`src/rtl/switch_mcu_fetch_if.sv`:
```
// Instruction-fetch stage bundle: imem req/ack port, execute-slot controls and decoder-facing outputs.
// The master modport belongs to the fetch stage; the slave modport is the memory/decoder side.
interface switch_mcu_fetch_if;
  logic        out_imem_req;
  logic [31:0] out_imem_addr;
  logic        in_imem_ack;
  logic [31:0] in_imem_rdata;
  logic        in_stall;
  logic        in_redirect_valid;
  logic [31:0] in_redirect_pc;
  logic [31:0] out_inst;
  logic        out_inst_valid;
  logic [31:0] out_pc;
  logic [3:0]  out_cycle_cnt;
  logic        out_misalign_err;

  modport master (
    output out_imem_req,
    output out_imem_addr,
    input  in_imem_ack,
    input  in_imem_rdata,
    input  in_stall,
    input  in_redirect_valid,
    input  in_redirect_pc,
    output out_inst,
    output out_inst_valid,
    output out_pc,
    output out_cycle_cnt,
    output out_misalign_err
  );

  modport slave (
    input  out_imem_req,
    input  out_imem_addr,
    output in_imem_ack,
    output in_imem_rdata,
    output in_stall,
    output in_redirect_valid,
    output in_redirect_pc,
    input  out_inst,
    input  out_inst_valid,
    input  out_pc,
    input  out_cycle_cnt,
    input  out_misalign_err
  );
endinterface

```
`src/rtl/switch_mcu_fetch.sv`:
```
// Fetch stage of the switch MCU: holds the PC, fetches one word per slot, sequences the
// multi-cycle execute slot and applies the last branch/jump redirect seen in that slot.
module switch_mcu_fetch #(
  parameter logic [31:0] RESET_PC    = 32'h0000_0000,
  parameter int unsigned EXEC_CYCLES = 4,
  parameter logic [31:0] NOP_INST    = 32'h0000_0013
) (
  input logic                 in_clk,
  input logic                 in_rst,
  switch_mcu_fetch_if.master  bus
);

  localparam logic [3:0] LAST_CNT = 4'(EXEC_CYCLES - 1);
  localparam logic [3:0] IDLE_CNT = 4'hF;

  typedef enum logic [1:0] {
    ST_FETCH = 2'd0,
    ST_EXEC  = 2'd1,
    ST_HALT  = 2'd2
  } state_t;

  state_t      state_q;
  logic [31:0] pc_q;
  logic [31:0] inst_q;
  logic [31:0] redir_pc_q;
  logic        redir_pend_q;
  logic        req_q;
  logic        valid_q;
  logic        err_q;
  logic [3:0]  cnt_q;

  logic        redir_ok;
  logic        redir_bad;
  logic        cnt_advance;
  logic        slot_done;
  logic [31:0] pc_d;

  always_comb begin
    redir_ok    = bus.in_redirect_valid && (bus.in_redirect_pc[1:0] == 2'b00);
    redir_bad   = bus.in_redirect_valid && (bus.in_redirect_pc[1:0] != 2'b00);
    // Count 0 never stalls so the decoder sees exactly one latch cycle per instruction.
    cnt_advance = (cnt_q == 4'd0) || !bus.in_stall;
    slot_done   = (cnt_q == LAST_CNT) && !bus.in_stall;
    if (redir_ok) begin
      pc_d = bus.in_redirect_pc;
    end else if (redir_pend_q) begin
      pc_d = redir_pc_q;
    end else begin
      pc_d = pc_q + 32'd4;
    end
  end

  always_ff @(posedge in_clk) begin
    if (in_rst) begin
      state_q      <= ST_FETCH;
      pc_q         <= RESET_PC;
      inst_q       <= NOP_INST;
      redir_pc_q   <= 32'h0;
      redir_pend_q <= 1'b0;
      req_q        <= 1'b0;
      valid_q      <= 1'b0;
      err_q        <= 1'b0;
      cnt_q        <= IDLE_CNT;
    end else begin
      case (state_q)
        ST_FETCH: begin
          if (!req_q) begin
            req_q <= 1'b1;
          end else if (bus.in_imem_ack) begin
            req_q        <= 1'b0;
            inst_q       <= bus.in_imem_rdata;
            valid_q      <= 1'b1;
            cnt_q        <= 4'd0;
            redir_pend_q <= 1'b0;
            state_q      <= ST_EXEC;
          end
        end
        ST_EXEC: begin
          if (redir_bad) begin
            state_q      <= ST_HALT;
            inst_q       <= NOP_INST;
            valid_q      <= 1'b0;
            cnt_q        <= IDLE_CNT;
            err_q        <= 1'b1;
            redir_pend_q <= 1'b0;
          end else if (slot_done) begin
            state_q      <= ST_FETCH;
            pc_q         <= pc_d;
            inst_q       <= NOP_INST;
            valid_q      <= 1'b0;
            cnt_q        <= IDLE_CNT;
            req_q        <= 1'b1;
            redir_pend_q <= 1'b0;
          end else begin
            if (cnt_advance) begin
              cnt_q <= cnt_q + 4'd1;
            end
            if (redir_ok) begin
              redir_pend_q <= 1'b1;
              redir_pc_q   <= bus.in_redirect_pc;
            end
          end
        end
        ST_HALT: begin
          req_q   <= 1'b0;
          valid_q <= 1'b0;
          cnt_q   <= IDLE_CNT;
          err_q   <= 1'b1;
        end
        default: begin
          state_q <= ST_FETCH;
        end
      endcase
    end
  end

  assign bus.out_imem_req     = req_q;
  assign bus.out_imem_addr    = pc_q;
  assign bus.out_pc           = pc_q;
  assign bus.out_inst         = inst_q;
  assign bus.out_inst_valid   = valid_q;
  assign bus.out_cycle_cnt    = cnt_q;
  assign bus.out_misalign_err = err_q;

endmodule
```
`src/flat_wrapper.sv`:
```
// flat-port wrapper written by rule: the top's interface ports become plain ports
module switch_mcu_fetch_flat 
#(
  parameter logic [31:0] RESET_PC    = 32'h0000_0000,
  parameter int unsigned EXEC_CYCLES = 4,
  parameter logic [31:0] NOP_INST    = 32'h0000_0013
)
  (in_clk, in_rst, bus_out_imem_req, bus_out_imem_addr, bus_in_imem_ack, bus_in_imem_rdata, bus_in_stall, bus_in_redirect_valid, bus_in_redirect_pc, bus_out_inst, bus_out_inst_valid, bus_out_pc, bus_out_cycle_cnt, bus_out_misalign_err);
  switch_mcu_fetch_if bus_i ();
  input logic in_clk;
  input logic in_rst;
  output wire logic [$bits(bus_i.out_imem_req)-1:0] bus_out_imem_req;
  output wire logic [$bits(bus_i.out_imem_addr)-1:0] bus_out_imem_addr;
  input wire logic [$bits(bus_i.in_imem_ack)-1:0] bus_in_imem_ack;
  input wire logic [$bits(bus_i.in_imem_rdata)-1:0] bus_in_imem_rdata;
  input wire logic [$bits(bus_i.in_stall)-1:0] bus_in_stall;
  input wire logic [$bits(bus_i.in_redirect_valid)-1:0] bus_in_redirect_valid;
  input wire logic [$bits(bus_i.in_redirect_pc)-1:0] bus_in_redirect_pc;
  output wire logic [$bits(bus_i.out_inst)-1:0] bus_out_inst;
  output wire logic [$bits(bus_i.out_inst_valid)-1:0] bus_out_inst_valid;
  output wire logic [$bits(bus_i.out_pc)-1:0] bus_out_pc;
  output wire logic [$bits(bus_i.out_cycle_cnt)-1:0] bus_out_cycle_cnt;
  output wire logic [$bits(bus_i.out_misalign_err)-1:0] bus_out_misalign_err;
  assign bus_out_imem_req = bus_i.out_imem_req;
  assign bus_out_imem_addr = bus_i.out_imem_addr;
  assign bus_i.in_imem_ack = bus_in_imem_ack;
  assign bus_i.in_imem_rdata = bus_in_imem_rdata;
  assign bus_i.in_stall = bus_in_stall;
  assign bus_i.in_redirect_valid = bus_in_redirect_valid;
  assign bus_i.in_redirect_pc = bus_in_redirect_pc;
  assign bus_out_inst = bus_i.out_inst;
  assign bus_out_inst_valid = bus_i.out_inst_valid;
  assign bus_out_pc = bus_i.out_pc;
  assign bus_out_cycle_cnt = bus_i.out_cycle_cnt;
  assign bus_out_misalign_err = bus_i.out_misalign_err;
  switch_mcu_fetch #(.RESET_PC(RESET_PC), .EXEC_CYCLES(EXEC_CYCLES), .NOP_INST(NOP_INST)) u_core (.in_clk(in_clk), .in_rst(in_rst), .bus(bus_i));
endmodule
```
`config.mk`:
```
export PLATFORM = sky130hd
export DESIGN_NAME = switch_mcu_fetch_flat
export DESIGN_NICKNAME = d
export VERILOG_FILES = /design/src/rtl/switch_mcu_fetch_if.sv /design/src/rtl/switch_mcu_fetch.sv /design/src/flat_wrapper.sv
export SDC_FILE = /design/constraint.sdc
export NUM_CORES = 1
export LEC_CHECK = 0
export ABC_CLOCK_PERIOD_IN_PS = 2009
export BUFFER_PORTS_ARGS = -buffer_cell sky130_fd_sc_hd__buf_2
export CAP_MARGIN = 20
export CORE_MARGIN = 1.5
export CORE_UTILIZATION = 48
export CTS_BUF_LIST = sky130_fd_sc_hd__clkbuf_2
export DETAILED_ROUTE_END_ITERATION = 12
export GPL_TIMING_DRIVEN = 0
export PLACE_DENSITY = 0.79
export SYNTH_ARGS = -nofsm -noshare
export SYNTH_HDL_FRONTEND = slang
export SYNTH_SLANG_ARGS = --single-unit
```
`constraint.sdc`:
```
create_clock -name in_clk -period 2.01 [get_ports in_clk]
set_input_delay 0.201 -clock in_clk [delete_from_list [all_inputs] [get_ports in_clk]]
set_output_delay 0.201 -clock in_clk [all_outputs]
set_load 0.05 [all_outputs]
```
Word-level counts from Yosys, hierarchy flattened
Index checks and enable logic that the tools add are counted.
{"block": "classes", "n_addsub": 2, "n_eq_ne": 11, "muxes": 36, "n_bitwise": 3, "reduce_logical": 21}
{"cell": "two-way mux 32 bit", "n": 6}
{"cell": "one-hot mux 32 bit (2 select lines)", "n": 1}
{"cell": "adder 32 x 3 -> 32 bit (second input constant)", "n": 1}
{"cell": "AND reduction 4 bit", "n": 6}
{"cell": "two-way mux 4 bit", "n": 5}
{"cell": "two-way mux 1 bit", "n": 14}
{"cell": "one-hot mux 4 bit (3 select lines)", "n": 1}
{"cell": "two-way mux 2 bit", "n": 4}
{"cell": "!= test 4 x 1 -> 1 bit (second input constant)", "n": 2}
{"cell": "!= test 2 x 1 -> 1 bit (second input constant)", "n": 3}
{"cell": "one-hot mux 1 bit (3 select lines)", "n": 2}
{"cell": "one-hot mux 2 bit (3 select lines)", "n": 1}
{"cell": "AND reduction 3 bit", "n": 2}
{"cell": "nonzero test 2 bit", "n": 3}
{"cell": "adder 4 x 1 -> 4 bit (second input constant)", "n": 1}
{"cell": "equality test 4 x 2 -> 1 bit (second input constant)", "n": 1}
{"cell": "zero test 2 bit", "n": 2}
{"cell": "zero test 4 bit", "n": 1}
{"cell": "!= test 2 bit (second input constant)", "n": 2}
{"cell": "one-hot mux 1 bit (2 select lines)", "n": 2}
{"cell": "logical AND 1 bit", "n": 3}
{"cell": "!= test 3 x 1 -> 1 bit (second input constant)", "n": 1}
{"cell": "NOT 1 bit", "n": 3}
{"cell": "nonzero test 3 bit", "n": 1}
{"cell": "5 further kinds", "n": 5}
{"block": "totals", "reg_bits": 106, "input_bits": 69, "output_inout_bits": 103, "elab_cells": 82}

Logic depth before layout (Yosys ltp)
{"block": "logic_depth", "depth_word": 6, "mapped_depth": 10, "depth_no_buf": 7}

Worst setup path before layout
No wires, ideal clock.
{"block": "synth_path", "kind": "register to register", "start": "reg u_core.cnt_q[0] (netlist: u_core.bus.out_cycle_cnt[0])", "end": "reg u_core.pc_q[29] (netlist: u_core.bus.out_imem_addr[29])", "setup_time_ns": 0.070, "arrival_ns": 2.257, "required_time_ns": 1.940, "setup_slack_ns": -0.317, "path_stages_with_launch": 7, "n_path_buf": 0, "period_less_slack_ns": 2.327, "cell_sequence": "dfxtp_1 > ha_1 > or4b_4 > nor3_4 > nor2_1 > or4_1 > a21oi_1"}
{"block": "synth_via", "elab_chain_cells": 3}
{"element": "start, declared", "line_no": "switch_mcu_fetch.sv:30", "rtl": "logic [3:0] cnt_q;"}
{"element": "start signal, assigned", "line_no": "switch_mcu_fetch.sv:96", "rtl": "cnt_q <= cnt_q + 4'd1;"}
{"element": "equality test 4 x 2 -> 1 bit", "line_no": "switch_mcu_fetch.sv:43", "rtl": "slot_done = (cnt_q == LAST_CNT) && !bus.in_stall;"}
{"element": "logical AND 1 bit", "line_no": "switch_mcu_fetch.sv:43"}
{"element": "AND reduction 3 bit (no line)"}
{"element": "end signal, assigned", "line_no": "switch_mcu_fetch.sv:88", "rtl": "pc_q <= pc_d;"}
{"element": "end, declared", "line_no": "switch_mcu_fetch.sv:23", "rtl": "logic [31:0] pc_q;"}
Every way passes these cells.
A chain may end at the register's enable or synchronous reset.

Final worst setup path
Ends and elaborated chain as after synthesis.

==> metrics.md <==
| Metric | Value |
|---|---|
| Status | `complete, but fails checks` |
| Violated checks | `negative setup slack` |
| Worst Path Max Fanout | `4` |
| Cell count after synthesis | `between 700 and 800` |
| CP max-delay cell | `or4b_4` |
| Worst slew pin tran | `between 1000 and 1500 ps` |
| Number of synthesized flops with an enable pin | `0` |
| Routed len/inst | `roughly 17 µm` |
| Leak pwr | `~3.3 nW` |
| Hold depth | `4` |
| Initial core utilization | `around half` |
| Pwr Density | `approximately 760 mW/mm²` |
| Leading cell types by count after synthesis | `116 x nand2_1, 109 x a21oi_1, 106 x dfxtp_1, 53 x nand3_1, 37 x buf_4` |
| Worst Hold Launch | `bus_in_redirect_valid` |
| Ports | `between 150 and 200` |
| Fin nets | `between 1000 and 1500` |
| Via Count | `between 6000 and 7000` |
| Post-Synth XOR/XNOR Area | `roughly 3.2%` |
| # clock sinks | `between 100 and 150` |
| CTS tree | `built` |
| Final core occ | `about 70%` |
| Peak supply drop | `about 0.67 mV` |
| Tot Pwr | `between 5 and 6 mW` |
| Largest net degree at the start of global routing | `17` |
| Synth Register Bits | `between 100 and 150` |
| Finished Cell Area | `approximately 0.008 mm²` |
| Clk slew on worst S/H paths | `270 ps` |
| Max Clock Skew | `between 30 and 40 ps` |
| Number of fill cells | `~840` |
| Count of buffers from port buffering | `between 150 and 200` |
| Yosys warns | `0` |
| RR Startpoint | `u_core.bus.out_cycle_cnt[0]` |
| Post-synthesis mux area share | `less than 1%` |
| Largest area contributor in the netlist | `dfxtp_1` |
| CTS Root Cell | `clkbuf_2` |
| GPL Wtd Cong | `0.880` |
| Die Width | `109 µm` |
| Setup crit start kind | `flip-flop` |
| Initial antenna violation count | `0` |
| Hold Crit Class | `in -> reg` |
| CP Data Required Time | `around 2600 ps` |
| Dpl hpwl | `about 12000 µm` |
| RSZ-0062 raised after global routing | `true` |
| Total of max-cap violations | `0` |
| Number of core rows | `38` |
| Syn Area/Cell | `between 7 and 8 µm²` |
| Met3 WL | `roughly 2300 µm` |
| Post-Route WL | `between 15000 and 20000 µm` |
| Crit path capture type | `flip-flop` |
| Multi-input logic area | `approximately 0.0031 mm²` |
| Compound-Gate Fraction of Synth Area | `between 20 and 25%` |
| Ant. Diodes | `0` |
| Top cell type's share of synthesized area | `between 30% and 40%` |
| Critical path type | `reg -> reg` |
| Wl on met1 | `around 7400 µm` |
| Simple-gate share of the synthesized area | `23.6%` |
| Main combinational cell family by area after synthesis | `simple AND/OR/NAND/NOR gates` |
| Flop2flop setup slack | `-120 ps` |
| Adder-Cell Fraction of Synth Area | `under 10%` |
| Mapped cell area | `0.00544 mm²` |
| Crit path largest cell delay | `between 400 and 500 ps` |
| Total track usage | `roughly 31%` |
| Max_slew headroom | `24.4%` |
| Top Metal Used | `met4` |
| Share of cells above drive strength 1 | `between 30% and 40%` |
| Die area | `about 0.012 mm²` |
| Post-synth cell types | `just under 60` |
| Cell with the most instances after synthesis | `nand2_1` |
| First-pass GRT wire length | `28700 µm` |
| Most used DFF post-synth | `dfxtp_1` |
| Top post-synthesis cells by area | `dfxtp_1 39%, a21oi_1 10%, nand2_1 8.0%, buf_4 5.1%, nand3_1 4.9%` |
| Final period util | `106%` |
| Worst path cell trace | `ha_4, or4b_4, nor3_4, buf_6, nor2_2, or4_4, a21oi_2` |
| WL met2 | `roughly 9000 µm` |
| Worst-case reg-to-reg path depth | `7` |
| Worst Hold End | `u_core.bus.out_imem_addr[0]` |
| Placed inst area | `about 0.0065 mm²` |
| Clk_lat worst skew | `610 ps` |
| Pre-CTS setup slack | `-468 ps` |
| Clock buffer count from CTS | `9` |
| GRT Residual Overflow | `0` |
| Clock Tree Buf Depth | `2` |
| Achievable frequency | `470 MHz` |
| Total core area | `around 0.011 mm²` |
| Setup violators final | `15` |
| Syn_nets | `782` |
| CP Data Arrival Time | `2670 ps` |
| Area growth, synth to finish | `44.3%` |
| Vias in the first global route | `roughly 5900` |
| Register area | `~0.0022 mm²` |
| Die Height | `about 110 µm` |
| Worst r2r dst | `u_core.bus.out_imem_addr[29]` |
| Vias per cell | `around 5.7` |
| Fin. max-slew vios | `0` |
| Number of remaining DRC errors | `0` |
| Final Hold Vio Count | `0` |
| Seq/Total Area, Yosys | `slightly below 40%` |
| CTS H-tree lvls | `3` |
| Drt pass-1 iters | `8` |
| Min cycle time layout | `2130 ps` |
| DR iter-0 viols | `~560` |
| Async SR Flop Fraction | `0%` |
| Setup ws final | `-118 ps` |
| Post-route antenna net violation count | `0` |
==> per-layer routing <==
metal  up-vias  global-route usage (%)
li1       3011                       -
met1      2941                    37.7
met2       421                    50.5
met4         0                    14.5
met3        59                    7.35
met5         -                       0
==> layout by cell type (no fill, tap or decap), drive strengths merged, types with 5 or more instances in the layout <==
| cell type | n |
|---|---|
| buf | 245 |
| nand4 | 8 |
| nand3 | 53 |
| and4 | 5 |
| o21a | 5 |
| nor4 | 9 |
| a21oi | 109 |
| nor2 | 35 |
| dfxtp | 106 |
| ha | 8 |
| o221ai | 5 |
| a211oi | 18 |
| o211ai | 6 |
| xnor2 | 6 |
| mux2i | 5 |
| nand2b | 5 |
| nor3 | 14 |
| nor3b | 5 |
| clkbuf | 42 |
| o21ai | 28 |
| inv | 22 |
| a31oi | 5 |
| dlygate4sd3 | 65 |
| nand2 | 116 |
| xor2 | 14 |
==> state kept, by name (all words and copies together) (netlist names) <==
signal	flops
u_core.state_q	2
u_core.bus.out_misalign_err	1
u_core.bus.out_imem_addr	32
u_core.bus.out_inst	32
u_core.bus.out_cycle_cnt	4
u_core.redir_pc_q	32
u_core.bus.out_inst_valid	1
u_core.bus.out_imem_req	1
u_core.redir_pend_q	1
==> per-stage QoR <==
stage               hold slack, ps  std cells  setup TNS (ps)
CTS                          -76.2       1113            -254
global route                  63.2       1124           -1970
global placement               435       1015          -20290
detailed placement             441       1015          -21510
floorplan                      337        705           -7.55
finish                        38.1       1124            -511
==> critical path: cells and delay by family (launching register included) <==
family | cells | cell delay, ps
AOI/OAI and AO/OA | 1 | 130
adders and majority gates | 1 | 140
buffers and inverters | 1 | 160
DFF | 1 | 430
and+or+nand+nor | 4 | 1220
==> final cells by class <==
class                      count  area share [%]
clock buffer                  12           0.765
buffer                        76            6.07
timing repair buffer         265            22.7
inverter                      22            1.05
clock inverter                 4           0.558
multi-input combinational    499            39.1
tap                          140            2.23
sequential                   106            27.5
==> what timing repair did <==
item | CTS | global route
setup buffers | 19 | 9
gates cloned | 0 | 2
gates resized for setup | 35 | 74
hold buffers | 64 | 1
endpoints found under the setup margin | 98 | 90
pin swaps | 11 | 17
hold endpoints to repair | 92 | 5
==> where the power goes <==
part / internal [mW] / switching [mW]
Combinational: 0.818 / 1.66
Sequential: 2.33 / 0.177
Clock: 0.295 / 0.720
Total: 3.44 / 2.55
==> kinds of logic after synthesis <==
family | Yosys count
flip-flops | 106
AO/OA/AOI/OAI | 200
multiplexers | 5
AND/OR/NAND/NOR | 266
buffers and inverters | 100
XOR/XNOR | 20
adder cells (fa/ha/maj) | 8
==> how the worst max path moves through the flow <==
stage	cells after the start	slack (ps)	start	endpoint
after floorplan	6	-8	u_core.bus.out_cycle_cnt[0]	u_core.bus.out_imem_addr[29]
after global routing	7	-150	u_core.bus.out_cycle_cnt[0]	u_core.bus.out_imem_addr[29]
after detailed placement	10	-470	u_core.state_q[1]	u_core.bus.out_inst[17]
final	7	-120	u_core.bus.out_cycle_cnt[0]	u_core.bus.out_imem_addr[29]
after global placement	10	-450	u_core.state_q[1]	u_core.bus.out_inst[13]
after CTS	7	-110	u_core.bus.out_cycle_cnt[1]	u_core.bus.out_imem_addr[29]
(Power assumes the default switching activity.)
